<file path="src/rtl/contador_arbitro_if.sv">
// Request/grant and counter-control bundle between the requesters, contador_arbitro and one contador.
// Both requester ports and the counter port sit in one bundle so the arbiter has a single modport.
interface contador_arbitro_if #(
    parameter int unsigned BITS    = 4,
    parameter int unsigned PASOS_W = 4
);
    logic               REQ0;
    logic               REQ1;
    logic [1:0]         MODO0;
    logic [1:0]         MODO1;
    logic [BITS-1:0]    D0;
    logic [BITS-1:0]    D1;
    logic [PASOS_W-1:0] PASOS0;
    logic [PASOS_W-1:0] PASOS1;
    logic               ACK0;
    logic               ACK1;
    logic               DONE0;
    logic               DONE1;
    logic [BITS-1:0]    RESULT;
    logic [BITS-1:0]    Q_CNT;
    logic               C_ENB;
    logic [1:0]         C_MODO;
    logic [BITS-1:0]    C_D;

    // Requesters plus the attached counter.
    modport master (
        output REQ0, REQ1, MODO0, MODO1, D0, D1, PASOS0, PASOS1, Q_CNT,
        input  ACK0, ACK1, DONE0, DONE1, RESULT, C_ENB, C_MODO, C_D
    );

    // The arbiter itself.
    modport slave (
        input  REQ0, REQ1, MODO0, MODO1, D0, D1, PASOS0, PASOS1, Q_CNT,
        output ACK0, ACK1, DONE0, DONE1, RESULT, C_ENB, C_MODO, C_D
    );
endinterface

</file>
<file path="src/rtl/contador_arbitro.sv">
// Shares one contador between two requesters: round-robin grant, load-then-count sequencing, result return.
// Define CONTADOR_ARB_FIXED_PRIO_EN to make requester 0 always win simultaneous requests.
module contador_arbitro #(
    parameter int unsigned BITS    = 4,
    parameter int unsigned PASOS_W = 4
) (
    input  logic                CLK,
    input  logic                RESET,
    contador_arbitro_if.slave   bus
);

    localparam logic [1:0] MODO_LOAD = 2'b11;

    typedef enum logic [1:0] {
        S_IDLE = 2'd0,
        S_LOAD = 2'd1,
        S_RUN  = 2'd2,
        S_FIN  = 2'd3
    } state_t;

    typedef struct packed {
        logic [1:0]         modo;
        logic [BITS-1:0]    d;
        logic [PASOS_W-1:0] pasos;
    } job_t;

    state_t             state;
    state_t             state_nxt;
    job_t               job;
    job_t               req_job;
    logic               owner;
    logic [PASOS_W-1:0] steps;
    logic               grant_any;
    logic               grant_id;
`ifndef CONTADOR_ARB_FIXED_PRIO_EN
    logic               ptr;
`endif

    // Arbitration: a lone requester wins; on contention the pointer (or requester 0) decides.
    always_comb begin
        grant_any = bus.REQ0 | bus.REQ1;
`ifdef CONTADOR_ARB_FIXED_PRIO_EN
        grant_id  = bus.REQ1 & ~bus.REQ0;
`else
        grant_id  = (bus.REQ0 & bus.REQ1) ? ptr : bus.REQ1;
`endif
        req_job   = grant_id ? job_t'({bus.MODO1, bus.D1, bus.PASOS1})
                             : job_t'({bus.MODO0, bus.D0, bus.PASOS0});
    end

    // State register.
    always_ff @(posedge CLK) begin
        if (RESET) begin
            state <= S_IDLE;
        end else begin
            state <= state_nxt;
        end
    end

    // Next-state logic.
    always_comb begin
        state_nxt = state;
        case (state)
            S_IDLE: begin
                if (grant_any) begin
                    state_nxt = S_LOAD;
                end
            end
            S_LOAD: begin
                if ((job.modo != MODO_LOAD) && (job.pasos != PASOS_W'(0))) begin
                    state_nxt = S_RUN;
                end else begin
                    state_nxt = S_FIN;
                end
            end
            S_RUN: begin
                if (steps == PASOS_W'(1)) begin
                    state_nxt = S_FIN;
                end
            end
            S_FIN: begin
                state_nxt = S_IDLE;
            end
            default: begin
                state_nxt = S_IDLE;
            end
        endcase
    end

    // Job latch, step counter, result capture, completion pulse and round-robin pointer.
    always_ff @(posedge CLK) begin
        if (RESET) begin
            job        <= '0;
            owner      <= 1'b0;
            steps      <= '0;
            bus.RESULT <= '0;
            bus.DONE0  <= 1'b0;
            bus.DONE1  <= 1'b0;
`ifndef CONTADOR_ARB_FIXED_PRIO_EN
            ptr        <= 1'b0;
`endif
        end else begin
            bus.DONE0 <= 1'b0;
            bus.DONE1 <= 1'b0;
            case (state)
                S_IDLE: begin
                    if (grant_any) begin
                        job   <= req_job;
                        owner <= grant_id;
                        steps <= req_job.pasos;
                    end
                end
                S_RUN: begin
                    steps <= steps - PASOS_W'(1);
                end
                S_FIN: begin
                    // Q_CNT already holds the value produced by the last RUN edge.
                    bus.RESULT <= bus.Q_CNT;
                    bus.DONE0  <= ~owner;
                    bus.DONE1  <= owner;
`ifndef CONTADOR_ARB_FIXED_PRIO_EN
                    ptr        <= ~owner;
`endif
                end
                default: begin
                end
            endcase
        end
    end

    // Counter control and grant decoded from registered state only.
    always_comb begin
        bus.ACK0   = 1'b0;
        bus.ACK1   = 1'b0;
        bus.C_ENB  = 1'b0;
        bus.C_MODO = 2'b00;
        bus.C_D    = '0;
        case (state)
            S_LOAD: begin
                bus.ACK0   = ~owner;
                bus.ACK1   = owner;
                bus.C_ENB  = 1'b1;
                bus.C_MODO = MODO_LOAD;
                bus.C_D    = job.d;
            end
            S_RUN: begin
                bus.C_ENB  = 1'b1;
                bus.C_MODO = job.modo;
                bus.C_D    = job.d;
            end
            default: begin
            end
        endcase
    end

endmodule

</file>
<file path="src/flat_wrapper.sv">
// flat-port wrapper written by rule: the top's interface ports become plain ports
module contador_arbitro_flat 
#(
    parameter int unsigned BITS    = 4,
    parameter int unsigned PASOS_W = 4
)
  (CLK, RESET, bus_REQ0, bus_REQ1, bus_MODO0, bus_MODO1, bus_D0, bus_D1, bus_PASOS0, bus_PASOS1, bus_Q_CNT, bus_ACK0, bus_ACK1, bus_DONE0, bus_DONE1, bus_RESULT, bus_C_ENB, bus_C_MODO, bus_C_D);
  contador_arbitro_if #(.BITS(BITS), .PASOS_W(PASOS_W)) bus_i ();
  input  logic CLK;
  input  logic RESET;
  input wire logic [$bits(bus_i.REQ0)-1:0] bus_REQ0;
  input wire logic [$bits(bus_i.REQ1)-1:0] bus_REQ1;
  input wire logic [$bits(bus_i.MODO0)-1:0] bus_MODO0;
  input wire logic [$bits(bus_i.MODO1)-1:0] bus_MODO1;
  input wire logic [$bits(bus_i.D0)-1:0] bus_D0;
  input wire logic [$bits(bus_i.D1)-1:0] bus_D1;
  input wire logic [$bits(bus_i.PASOS0)-1:0] bus_PASOS0;
  input wire logic [$bits(bus_i.PASOS1)-1:0] bus_PASOS1;
  input wire logic [$bits(bus_i.Q_CNT)-1:0] bus_Q_CNT;
  output wire logic [$bits(bus_i.ACK0)-1:0] bus_ACK0;
  output wire logic [$bits(bus_i.ACK1)-1:0] bus_ACK1;
  output wire logic [$bits(bus_i.DONE0)-1:0] bus_DONE0;
  output wire logic [$bits(bus_i.DONE1)-1:0] bus_DONE1;
  output wire logic [$bits(bus_i.RESULT)-1:0] bus_RESULT;
  output wire logic [$bits(bus_i.C_ENB)-1:0] bus_C_ENB;
  output wire logic [$bits(bus_i.C_MODO)-1:0] bus_C_MODO;
  output wire logic [$bits(bus_i.C_D)-1:0] bus_C_D;
  assign bus_i.REQ0 = bus_REQ0;
  assign bus_i.REQ1 = bus_REQ1;
  assign bus_i.MODO0 = bus_MODO0;
  assign bus_i.MODO1 = bus_MODO1;
  assign bus_i.D0 = bus_D0;
  assign bus_i.D1 = bus_D1;
  assign bus_i.PASOS0 = bus_PASOS0;
  assign bus_i.PASOS1 = bus_PASOS1;
  assign bus_i.Q_CNT = bus_Q_CNT;
  assign bus_ACK0 = bus_i.ACK0;
  assign bus_ACK1 = bus_i.ACK1;
  assign bus_DONE0 = bus_i.DONE0;
  assign bus_DONE1 = bus_i.DONE1;
  assign bus_RESULT = bus_i.RESULT;
  assign bus_C_ENB = bus_i.C_ENB;
  assign bus_C_MODO = bus_i.C_MODO;
  assign bus_C_D = bus_i.C_D;
  contador_arbitro #(.BITS(BITS), .PASOS_W(PASOS_W)) u_core (.CLK(CLK), .RESET(RESET), .bus(bus_i));
endmodule
</file>
<file path="config.mk">
export PLATFORM = sky130hd
export DESIGN_NAME = contador_arbitro_flat
export DESIGN_NICKNAME = d
export VERILOG_FILES = /design/src/rtl/contador_arbitro_if.sv /design/src/rtl/contador_arbitro.sv /design/src/flat_wrapper.sv
export SDC_FILE = /design/constraint.sdc
export NUM_CORES = 1
export LEC_CHECK = 0
export ABC_AREA = 1
export CORE_ASPECT_RATIO = 1.1
export CORE_MARGIN = 2
export CORE_UTILIZATION = 30
export DETAILED_ROUTE_END_ITERATION = 8
export PLACE_DENSITY_LB_ADDON = 0.15
export SYNTH_ARGS = -nofsm -noshare
export SYNTH_HDL_FRONTEND = slang
export SYNTH_SLANG_ARGS = --single-unit
</file>
<file path="constraint.sdc">
create_clock -name CLK -period 3.25 [get_ports CLK]
set_input_delay 0.975 -clock CLK [delete_from_list [all_inputs] [get_ports CLK]]
set_output_delay 0.975 -clock CLK [all_outputs]
set_load 0.005 [all_outputs]
</file>
==> flow_summary.yaml <==
outcome:
  status: "complete, no violations"
place:
  port-buffer-count: 42
  dpl-instance-area_um2: 1762
  placed_cells: 287
  gp_congestion: 0.8713
  dp.final_hpwl_mm: 2.311
floorplanning:
  die_area_um2: 4885
  fp.coreArea_um2: 4223
  initial_core_util_pct: 30.84
  die_x_um: 66.83
  io_pins: 43
  die_h_um: 73.11
  placementRows: 25
routing:
  drt-initial-drc-count: 55
  wl_mm: 3.056
  viasPerCell: 4.289
  drc_errors: 0
  dr_total_vias: 1248
  first_pass_iters: 4
  wl_per_cell_um: 10.50
  antenna_left: 0
timing:
  setup_viol: 0
  post-route-min-period_ns: 2.862
  clock_skew_ns: 0.001449
  max_freq_mhz: 349.4
  finalHoldViolations: 0
  tns_ns: 0
  relSlewSlack_pct: 66.26
  timing.final.crit_share_pct: 88.06
  rsz0062_at_grt: "false"
  finalMaxSlewViolations: 0
  tightest_slew_ns: 0.5056
worst_setup_path:
  start_kind: "flip-flop"
  path_max_fanout: 6
  rrSetupSlack_ns: 1.71
  r2r-end: "u_core.steps[1]$_SDFFE_PP0P_"
  reg2reg_depth: 8
  crit_required_ns: 2.27
  crit_path_end_kind: "output pin"
  r2r_start: "u_core.state[0]$_SDFFE_PP0P_"
  worstPathArrival_ns: 1.89
  critical_path_class: "flip-flop to output pin"
final_layout:
  drive_gt1_share_pct: 9.283
  layout_commonest_cell: "nand2_1"
  antenna_cells: 0
  stdcell_count: 291
  fin_area_um2: 1817
  fin_nets: 273
  layout_common_cells: "nand2_1 (52), clkdlybuf4s50_1 (42), nor2_1 (28), inv_1 (24), dfxtp_1 (24)"
  syn_to_final_growth_pct: 39.48
power:
  p_int_w: 0.0008119
  switching_share_pct: 40.54
  leakage_nw: 0.8793
  comb_power_share_pct: 52.6
  pwr-share-seq_pct: 33.0
  powerDensity_nw_per_um2: 751.6
  p_sw_w: 0.0005536
  p_clk_share_pct: 14.4
  vdd_drop_max_mv: 0.3962
synth:
  synth_top_family_by_area: "simple AND/OR/NAND/NOR gates"
  synthMuxAreaShare_pct: 0
  yosysSeqAreaShare_pct: 36.89
  synth_cells: 195
  ys.warnings.count: 0
  ys_types: 21
  synth-xor-area-share_pct: 0
  synth_simple_gate_area_share_pct: 29.49
  synth_compound_area_share_pct: 14.70
  synth_nets: 230
  syn_avg_cell_area_um2: 6.679
  syn_area_um2: 1302
  synthAdderAreaFrac_pct: 6.724
  ys_seq_elements: 24
clock_network:
  cts.clk_slew.worst_paths_ns: 0.08
  tritoncts: "built"
  htreeDepth: 1
  insertion_delay_ns: 0.26
  clock_path_buffers: 2
  cts_num_sinks: 24
  cts-root-buf: "clkbuf_8"
  holdBufCountCts: 0
  post_cts_resized: 0
  post_cts_buffers: 0
  cts_inserted_buffers: 3
global_routing:
  gr-total-overflow: 0
  antenna_found_initial: 0
  grt_start_max_net_pins: 18
  grt_pass1_vias: 1171
  grt_pass1_wl_mm: 5.140
  grt.total_usage_pct: 13.50
worst_hold_path:
  hold_end: "u_core.bus.RESULT[3]$_SDFFE_PP0N_"
  min_path_cells: 2
  min_from: "u_core.bus.RESULT[3]$_SDFFE_PP0N_"
  hold_path.class: "flip-flop to flip-flop"
job:
  drv_cap: 0
## synth_stat cells
cell / n / area [µm²]
nand2_1: 52 / 195.2
nor2_1: 28 / 105.1
dfxtp_1: 24 / 480.5
inv_1: 24 / 90.09
nand3_1: 12 / 60.06
a21oi_1: 9 / 45.04
inv_2: 9 / 33.78
o21ai_1: 8 / 40.04
ha_1: 7 / 87.58
o211ai_1: 7 / 52.55
a21oi_2: 2 / 17.52
buf_2: 2 / 10.01
o21ai_0: 2 / 10.01
o21ai_2: 2 / 17.52
a31o_2: 1 / 8.760
buf_4: 1 / 7.510
buf_6: 1 / 11.26
inv_4: 1 / 6.260
nand2_2: 1 / 6.260
nand2_4: 1 / 11.26
nor2_2: 1 / 6.260
## worst max path at each step
stage | endpoint | slack [ns] | from | cells past startpoint
4_1_cts | bus_C_MODO[1] | 0.38 | u_core.state[0]$_SDFFE_PP0P_ | 5
3_3_place_gp | bus_C_MODO[0] | 0.72 | u_core.state[0]$_SDFFE_PP0P_ | 5
5_1_grt | bus_C_MODO[0] | 0.24 | u_core.state[0]$_SDFFE_PP0P_ | 5
3_5_place_dp | bus_C_MODO[1] | 0.69 | u_core.state[0]$_SDFFE_PP0P_ | 5
6_report | bus_C_MODO[1] | 0.39 | u_core.state[0]$_SDFFE_PP0P_ | 5
2_1_floorplan | bus_C_MODO[0] | 1.25 | u_core.state[0]$_SDFFE_PP0P_ | 4
## stage by stage
step | power, W | worst slack (ns) | utilization (%) | hold slack (ns)
floorplan | 0.0009422 | 1.246 | - | 0.4476
global placement | 0.001178 | 0.7193 | 41.72 | 0.4732
detailed placement | 0.001176 | 0.6943 | 41.72 | 0.4866
CTS | 0.001383 | 0.3784 | 43.02 | 0.5073
global route | 0.001501 | 0.2399 | 43.02 | 0.5214
finish | 0.001366 | 0.3879 | 43.02 | 0.4979
## registers in the layout, summed over array words and instances, names as in the netlist
signal	flops
u_core.job	10
u_core.bus.RESULT	4
u_core.steps	4
u_core.state	2
u_core.bus.DONE0	1
u_core.bus.DONE1	1
u_core.owner	1
u_core.ptr	1
## cells by family after synthesis
group,Yosys count
compound gates,31
fa+ha+maj,7
buf+inv,38
flops,24
simple gates,95
## worst max-delay path, cell delays in order, from the launching register on
cell and delay, ns:
dfxtp_1 0.40, inv_1 0.10, ha_1 0.40, inv_1 0.10, a21oi_1 0.12, clkdlybuf4s50_1 0.51
## area by class of cell
type	instances	area (µm²)
Sequential cell	24	480.5
Inverter	34	130.1
Fill cell	469	2406
Timing Repair Buffer	42	420.4
Tap cell	54	67.56
Multi-Input combinational cell	133	663.1
Clock buffer	4	55.05
## power by group through the flow
stage                     Sequential, W  Clock [W]  Combinational (W)
after CTS                      0.000451   0.000207           0.000725
after global routing           0.000465   0.000213           0.000823
after floorplan                0.000442          0           0.000500
final                          0.000450   0.000197           0.000718
after global placement         0.000457          0           0.000722
after detailed placement       0.000458          0           0.000718
## layer usage
| metal | vias up | wire length [µm] | track usage (%) |
|---|---|---|---|
| met1 | 530 | 1537 | 19.14 |
| met3 | 0 | 137 | 2.160 |
| met2 | 26 | 1380 | 21.11 |
| met4 | 0 | 0 | 3.855 |
| li1 | 692 | - | - |
| met5 | - | 0 | 0 |
No activity file was read; power rests on OpenSTA's default activity.
